<file path="config.mk">
export PLATFORM = sky130hd
export DESIGN_NAME = c3lib_cdc_req_arb
export DESIGN_NICKNAME = d
export VERILOG_FILES = /design/src/rtl/c3lib_cdc_req_arb.sv
export SDC_FILE = /design/constraint.sdc
export NUM_CORES = 1
export LEC_CHECK = 0
export CAP_MARGIN = 10
export CORE_ASPECT_RATIO = 1.75
export CORE_MARGIN = 4
export CORE_UTILIZATION = 40
export DETAILED_ROUTE_END_ITERATION = 16
export PLACE_DENSITY = 0.72
export SLEW_MARGIN = 0
export SYNTH_ARGS = -nofsm -noshare
export SYNTH_HDL_FRONTEND = slang
export SYNTH_SLANG_ARGS = --single-unit
export TNS_END_PERCENT = 1
</file>
<file path="constraint.sdc">
create_clock -name clk -period 4.8 [get_ports clk]
set_input_delay 0.96 -clock clk [delete_from_list [all_inputs] [get_ports clk]]
set_output_delay 0.96 -clock clk [all_outputs]
set_load 0.01 [all_outputs]
</file>
<file path="src/rtl/c3lib_cdc_req_arb.sv">
// Round-robin front end for one toggle-handshake crossing channel: grant registers payload, toggle launches a cycle later.
// Done pulses SYNC_STAGES+1 edges after the ack toggle arrives; requesters hold req_vld until granted, errors stick until clr_err.
module c3lib_cdc_req_arb #(
  parameter int NUM_REQ     = 4,
  parameter int DWIDTH      = 8,
  parameter int TIMEOUT_CYC = 255,
  parameter int SYNC_STAGES = 2
) (
  input  logic                      clk,
  input  logic                      rst_n,
  input  logic [NUM_REQ-1:0]        req_vld,
  input  logic [NUM_REQ*DWIDTH-1:0] req_data,
  output logic [NUM_REQ-1:0]        req_gnt,
  output logic [NUM_REQ-1:0]        req_done,
  output logic [DWIDTH-1:0]         cdc_data_out,
  output logic                      cdc_req_tgl,
  input  logic                      cdc_ack_tgl,
  output logic                      busy,
  output logic                      timeout_err,
  input  logic                      clr_err
);
  localparam int PW = (NUM_REQ > 1) ? $clog2(NUM_REQ) : 1;
  localparam int TW = (TIMEOUT_CYC > 1) ? $clog2(TIMEOUT_CYC + 1) : 1;

  typedef enum logic [1:0] {IDLE, LAUNCH, WAIT_ACK, ERR} state_t;

  state_t                 state, state_d;
  logic [PW-1:0]          ptr, ptr_d, owner, owner_d, win, idx;
  logic [TW-1:0]          timer, timer_d;
  logic [SYNC_STAGES-1:0] ack_sync;
  logic                   ack_s, any_req, tgl_d, err_d;
  logic [DWIDTH-1:0]      data_d;
  logic [NUM_REQ-1:0]     gnt_d, done_d;

  assign ack_s = ack_sync[SYNC_STAGES-1];

  // First requester at or after ptr, wrapping past NUM_REQ-1 back to 0.
  always_comb begin
    win     = '0;
    idx     = '0;
    any_req = 1'b0;
    for (int k = 0; k < NUM_REQ; k++) begin
      idx = PW'((int'(ptr) + k) % NUM_REQ);
      if (!any_req && req_vld[idx]) begin
        any_req = 1'b1;
        win     = idx;
      end
    end
  end

  always_comb begin
    state_d = state;
    ptr_d   = ptr;
    owner_d = owner;
    timer_d = timer;
    tgl_d   = cdc_req_tgl;
    data_d  = cdc_data_out;
    err_d   = timeout_err;
    gnt_d   = '0;
    done_d  = '0;
    case (state)
      IDLE: begin
        if (any_req) begin
          owner_d = win;
          data_d  = req_data[win*DWIDTH +: DWIDTH];
          gnt_d   = NUM_REQ'(1) << win;
          ptr_d   = (int'(win) == NUM_REQ - 1) ? '0 : win + PW'(1);
          state_d = LAUNCH;
        end
      end
      LAUNCH: begin
        tgl_d   = ~cdc_req_tgl;
        timer_d = '0;
        state_d = WAIT_ACK;
      end
      WAIT_ACK: begin
        if (timer != '1) timer_d = timer + TW'(1);
        // An ack seen on the timeout cycle still completes the transfer.
        if (ack_s == cdc_req_tgl) begin
          done_d  = NUM_REQ'(1) << owner;
          state_d = IDLE;
        end else if (TIMEOUT_CYC != 0 && timer == TW'(TIMEOUT_CYC - 1)) begin
          err_d   = 1'b1;
          state_d = ERR;
        end
      end
      ERR: begin
        if (clr_err) begin
          tgl_d   = ack_s;
          err_d   = 1'b0;
          state_d = IDLE;
        end
      end
      default: state_d = IDLE;
    endcase
  end

  always_ff @(posedge clk) begin
    if (!rst_n) begin
      state        <= IDLE;
      ptr          <= '0;
      owner        <= '0;
      timer        <= '0;
      ack_sync     <= '0;
      cdc_req_tgl  <= 1'b0;
      cdc_data_out <= '0;
      req_gnt      <= '0;
      req_done     <= '0;
      busy         <= 1'b0;
      timeout_err  <= 1'b0;
    end else begin
      state        <= state_d;
      ptr          <= ptr_d;
      owner        <= owner_d;
      timer        <= timer_d;
      ack_sync     <= {ack_sync[SYNC_STAGES-2:0], cdc_ack_tgl};
      cdc_req_tgl  <= tgl_d;
      cdc_data_out <= data_d;
      req_gnt      <= gnt_d;
      req_done     <= done_d;
      busy         <= (state_d != IDLE);
      timeout_err  <= err_d;
    end
  end
endmodule

</file>
==> Word level (Yosys, flattened, before mapping) <==
Cells that the tools add are included.
{ "word_totals": {"input_bits": 40, "elab_cells": 82, "out_inout_bits": 19, "regBits": 35} }
{ "op_classes": {"shifts": 3, "n_addsub": 5, "bitwise_logic": 1, "n_mux": 30, "magnitude_cmp": 4, "n_reduce_logical": 17, "eq_ne": 11} }
{ "op_table": {"columns": ["cell", "count"], "rows": [
  ["variable part select 32 x 6 -> 8 bit", 1],
  ["2-to-1 mux 2 bit", 9],
  ["one-hot mux 8 bit (2 select lines)", 1],
  ["less-than comparator 2 x 3 -> 1 bit, second input constant", 4],
  ["2-to-1 mux 1 bit", 12],
  ["adder 8 x 1 -> 8 bit, second input constant", 1],
  ["binary-select mux 1 bit (select 2 bit)", 4],
  ["== test 8 bit, second input constant", 1],
  ["2-to-1 mux 8 bit", 1],
  ["inequality test 2 bit, second input constant", 4],
  ["inequality test 8 bit, second input constant", 1],
  ["one-hot mux 2 bit (4 select lines)", 1],
  ["nonzero test 2 bit", 4],
  ["left shift 1 x 2 -> 4 bit, first input constant", 2],
  ["AND reduction 2 bit", 3],
  ["AND reduction 3 bit", 2],
  ["adder 2 x 1 -> 2 bit, second input constant", 2],
  ["adder 2 bit, second input constant", 2],
  ["== test 2 x 1 -> 1 bit, second input constant", 2],
  ["== test 2 bit, second input constant", 2],
  ["one-hot mux 1 bit (2 select lines)", 2],
  ["AND reduction 4 bit", 1],
  ["logical AND 1 bit", 3],
  ["logical NOT 1 bit", 3],
  ["other kinds (3)", 3]
]} }

==> Logic depth before layout (Yosys ltp) <==
{ "logic_depth": {"word_depth": 15, "ltp_mapped": 7, "mapped_depth_nobuf": 6} }

==> Worst setup path after synthesis <==
OpenSTA, ideal clock, no wires.
{ "synth_path": {"path_type": "input to register", "from": "input port req_vld[2]", "to": "register cdc_data_out[0]", "setup_time_ns": 0.137, "required_ns": 4.663, "cell_stages": 7, "path_buffers": 2, "t_arrival_ns": 2.051, "slack_ns": 2.612, "cell_sequence": "inv_1 > o22ai_1 > a211oi_1 > buf_4 > buf_6 > mux2i_1 > o221ai_1"} }
{ "synth_via": {"elab_chain_cells": 13, "elab_cells_between_ends": 24, "classes_between": "1 x shift; 16 x mux; 7 x reduce/logical"} }
{ "synth_lines": {"columns": ["item", "line_no", "source"], "rows": [
  ["start, declared", "11", "input logic [NUM_REQ-1:0] req_vld,"],
  ["binary-select mux 1 bit (select 2 bit)", "44", "if (!any_req && req_vld[idx]) begin"],
  ["2-to-1 mux 1 bit (not written as such)", "44", null],
  ["2-to-1 mux 1 bit", "44", null],
  ["logical NOT 1 bit", "44", null],
  ["logical AND 1 bit", "44", null],
  ["2-to-1 mux 1 bit", "44", null],
  ["logical NOT 1 bit", "44", null],
  ["logical AND 1 bit", "44", null],
  ["2-to-1 mux 1 bit", "44", null],
  ["logical NOT 1 bit", "44", null],
  ["logical AND 1 bit", "44", null],
  ["2-to-1 mux 2 bit or 2-to-1 mux 1 bit (tied branches)", "44", null],
  ["variable part select 32 x 6 -> 8 bit or AND reduction 2 bit (tied branches)", null, null],
  ["end signal, assigned", "118", "cdc_data_out <= data_d;"],
  ["end, declared", "15", "output logic [DWIDTH-1:0] cdc_data_out,"]
]} }
Parallel ways exist; a longest one is shown, timed or not. The select of a mux whose other input is x is not followed.
A chain may end at the register's enable or synchronous reset.

==> Worst setup path in the final report <==
{ "layout_path": {"from": "input port req_vld[0]", "to": "register cdc_data_out[4]"} }
Same word-level chain as after synthesis.

==> run summary <==
The flow ran to the end, and the final reports show no timing, DRC or antenna violations. The initial core utilization came out at 0.413. Setup violations remaining at the end of the flow were counted as 0. The worst setup path is captured at a flip-flop. The number of antenna diodes in the final layout is 0. The peak fanout along the critical path works out to 17. After synthesis the netlist holds a flip-flop and latch count of 35.

The number of buffers inserted for hold repair after clock tree synthesis was 0. The total iterations of the first detailed-routing run was 4; the share of the cycle needed by the critical path after routing was 0.605. 59 I/O pins were placed. The floorplan step set the die width to 57.5 um. The die covers 5440 sq um. Counting I/O delays and the setup requirement, the final critical path takes 2.90 ns.

Number of warnings reported in the yosys synthesis log: 0. Setup repair after global routing left no endpoint under its margin. The tools report the data arrival time of the critical path as 3.06 ns.

For the H-tree depth reported by CTS, the log shows 2. The netlist uses 43 different library cells. The logs give 0.159 for the total global-route track usage and 0.459 ns for the final worst hold slack.

The path class of the tightest hold or removal check is reg2reg. The library cell used most frequently in the layout, excluding fill and tap cells, is clkdlybuf4s50_1. The clock passes through at most 2 buffers. For the pin with the worst max-slew slack, the measured transition is 1.02 ns.

Power spread over the standard cell area amounts to 326 nW/um^2. The initial antenna violation count was 0; the CTS buffer count was 5. The routed wirelength normalized by instance count works out to 14.0 um.

Final hold violation count: 0. The logs give 0 ns for the total negative slack and 0 for the number of pins with negative max-slew slack in the final report. Clock-pin slew of the registers on the worst-case setup and hold paths: 0.08 ns.

The tree is rooted in a clkbuf_8. The run gives 1.60 ns as the worst setup slack before clock tree synthesis. The number of global-route vias before repair was 1601; the port buffer count was 58. The run gives 0.409 as the fraction of the yosys area taken by sequential cells.

The fraction of final layout cells with drive strength greater than 1 was 0.0732. The later pin in the worst-skew pair is clocked with a latency of 0.29 ns. The initialized floorplan defines 31 standard-cell rows. For this block, the via count after detailed routing is 1617. Averaged over all synthesized cells, the footprint is 9.02 sq um. The wire length of the first global-routing pass came out at 6810 um.

Summed over all cells, the static leakage comes to 0.890 nW. The largest net degree at the start of global routing was 23. After global routing the overflow that remains totals 0. The number of instances in the synthesized netlist is 190, and the area of the placeable core is 4150 sq um. The critical path class was in2reg.

The first routing iteration left 18 violations. The floorplan step set the die height to 94.6 um. Traced cell by cell, the critical path runs through clkdlybuf4s50_1 > inv_1 > o22ai_1 > a211oi_4 > mux2i_1 > o221ai_1. The last weighted congestion value of the routability-driven placer came out at 0.693.

The summed instance area of the synthesized netlist was 1710 sq um. Across the VDD grid, the largest voltage drop is 0.243 mV. TritonCTS built the clock tree. The tools report the post-layout net count as 287.

The top cell types in the final layout, fill and taps aside, are 58 x clkdlybuf4s50_1, 35 x dfxtp_1, 19 x mux2i_1, 17 x nand2_1, 16 x nand3_1. The total length of routed wires was 4140 um. For this run, the slowest stage of the critical path takes 0.90 ns. Data on the critical path is required at its endpoint by 4.95 ns. The worst setup path is launched from an input port.

The logs give 0 for the post-cts resize count and 35 for the number of clock sinks seen by CTS. Clock skew on the completed layout was measured at 0.00904 ns. After detailed routing, the number of remaining DRC violations is 0.

The run gives 1.90 ns as the final critical-path setup slack. The tool flagged a number of max-cap violations equal to 0. Buffers added to address setup during post-CTS repair amount to 0. The cell at the slowest stage of the critical path is a211oi_4. The headroom to the max-slew limit was 0.319; the post-synthesis net count was 232.

Area growth from synthesis to layout: 40.0%. The number of nets with antenna violations after detailed routing is 0. The detailed placer's ending HPWL came out at 3180 um. Static timing analysis puts the maximum clock frequency at 345 MHz. Dividing the detail-routed via count by the number of cells gives 5.48.
==> flip-flops by register name, indices dropped and copies added, names as in the netlist <==
signal        count
owner             2
busy              1
req_done          4
ptr               2
cdc_req_tgl       1
ack_sync          2
state             2
req_gnt           4
timeout_err       1
cdc_data_out      8
timer             8
==> worst max-delay path, delay by kind of cell <==
kind	cells	cell delay [ns]
muxes	1	0.29
buffers and inverters	2	0.61
AOI/OAI and AO/OA	3	1.20
==> logic make-up after synthesis <==
| logic type | synth area share |
|---|---|
| mux | 0.124 |
| xor+xnor | 0.0102 |
| buf+inv | 0.0555 |
| compound gates | 0.180 |
| fa+ha+maj | 0.0146 |
| flops | 0.409 |
| simple gates | 0.207 |
==> cells in the mapped netlist (all sizes together) <==
library cell  number  share of area
xnor2              2          0.010
a311o              1         0.0058
mux2i             19           0.11
and2b              1         0.0044
o21ai              5          0.015
o22ai              1         0.0037
nand4              1         0.0037
o22a               2          0.010
or3                1         0.0037
a31oi              3          0.011
nand2             17          0.037
nand2b             6          0.026
clkbuf             6          0.013
dfxtp             35           0.41
a22o               1         0.0051
nor3               2         0.0058
nor4b              1         0.0051
inv                7          0.015
nor2b              3          0.011
o221ai             8          0.041
nor3b              2         0.0088
and3               3          0.011
nand3             16          0.047
and2               2         0.0073
a311oi             2          0.014
ha                 2          0.015
o32ai              2          0.010
a21o               1         0.0044
a31o               1         0.0051
mux2               2          0.013
nor2              16          0.036
a211oi             1         0.0044
a21oi             10          0.031
buf                5          0.027
a41oi              1         0.0051
a221oi             2          0.014
==> per-stage QoR <==
stage	utilization	cells	power (mW)	cell area, sq um
floorplan	-	190	0.479	1710
global placement	0.556	287	0.568	2310
detailed placement	0.556	287	0.571	2310
CTS	0.578	295	0.793	2400
global route	0.578	295	0.825	2400
finish	0.578	295	0.784	2400
==> path summary, 6_finish.rpt <==
path | startpoint | slack (ns) | end | cells past startpoint
max | req_vld[0] | 1.90 | cdc_data_out[4] | 6
min | ack_sync[0] | 0.46 | ack_sync[1] | 1
max reg2reg | ptr[0] | 2.71 | cdc_data_out[4] | 5
min reg2reg | ack_sync[0] | 0.46 | ack_sync[1] | 1
==> final cells by class <==
type | instances | area [sq um]
tap | 49 | 61.3
clock inverter | 3 | 23.8
inverter | 7 | 26.3
multi-input combinational | 137 | 931
timing repair buffer | 59 | 588
clock buffer | 5 | 68.8
fill | 375 | 1750
sequential | 35 | 701
==> routing by layer <==
metal	up-vias	track usage	wire (um)
met4	0	0.0580	47
met1	754	0.145	1450
li1	798	-	-
met3	4	0.0575	342
met5	-	0	0
met2	61	0.308	2300
==> report_power, final <==
group | total (mW) | switching, mW | internal (mW)
Combinational | 0.214 | 0.0948 | 0.119
Sequential | 0.349 | 0.0291 | 0.319
Clock | 0.221 | 0.117 | 0.104
No activity file was read; power rests on OpenSTA's default activity.
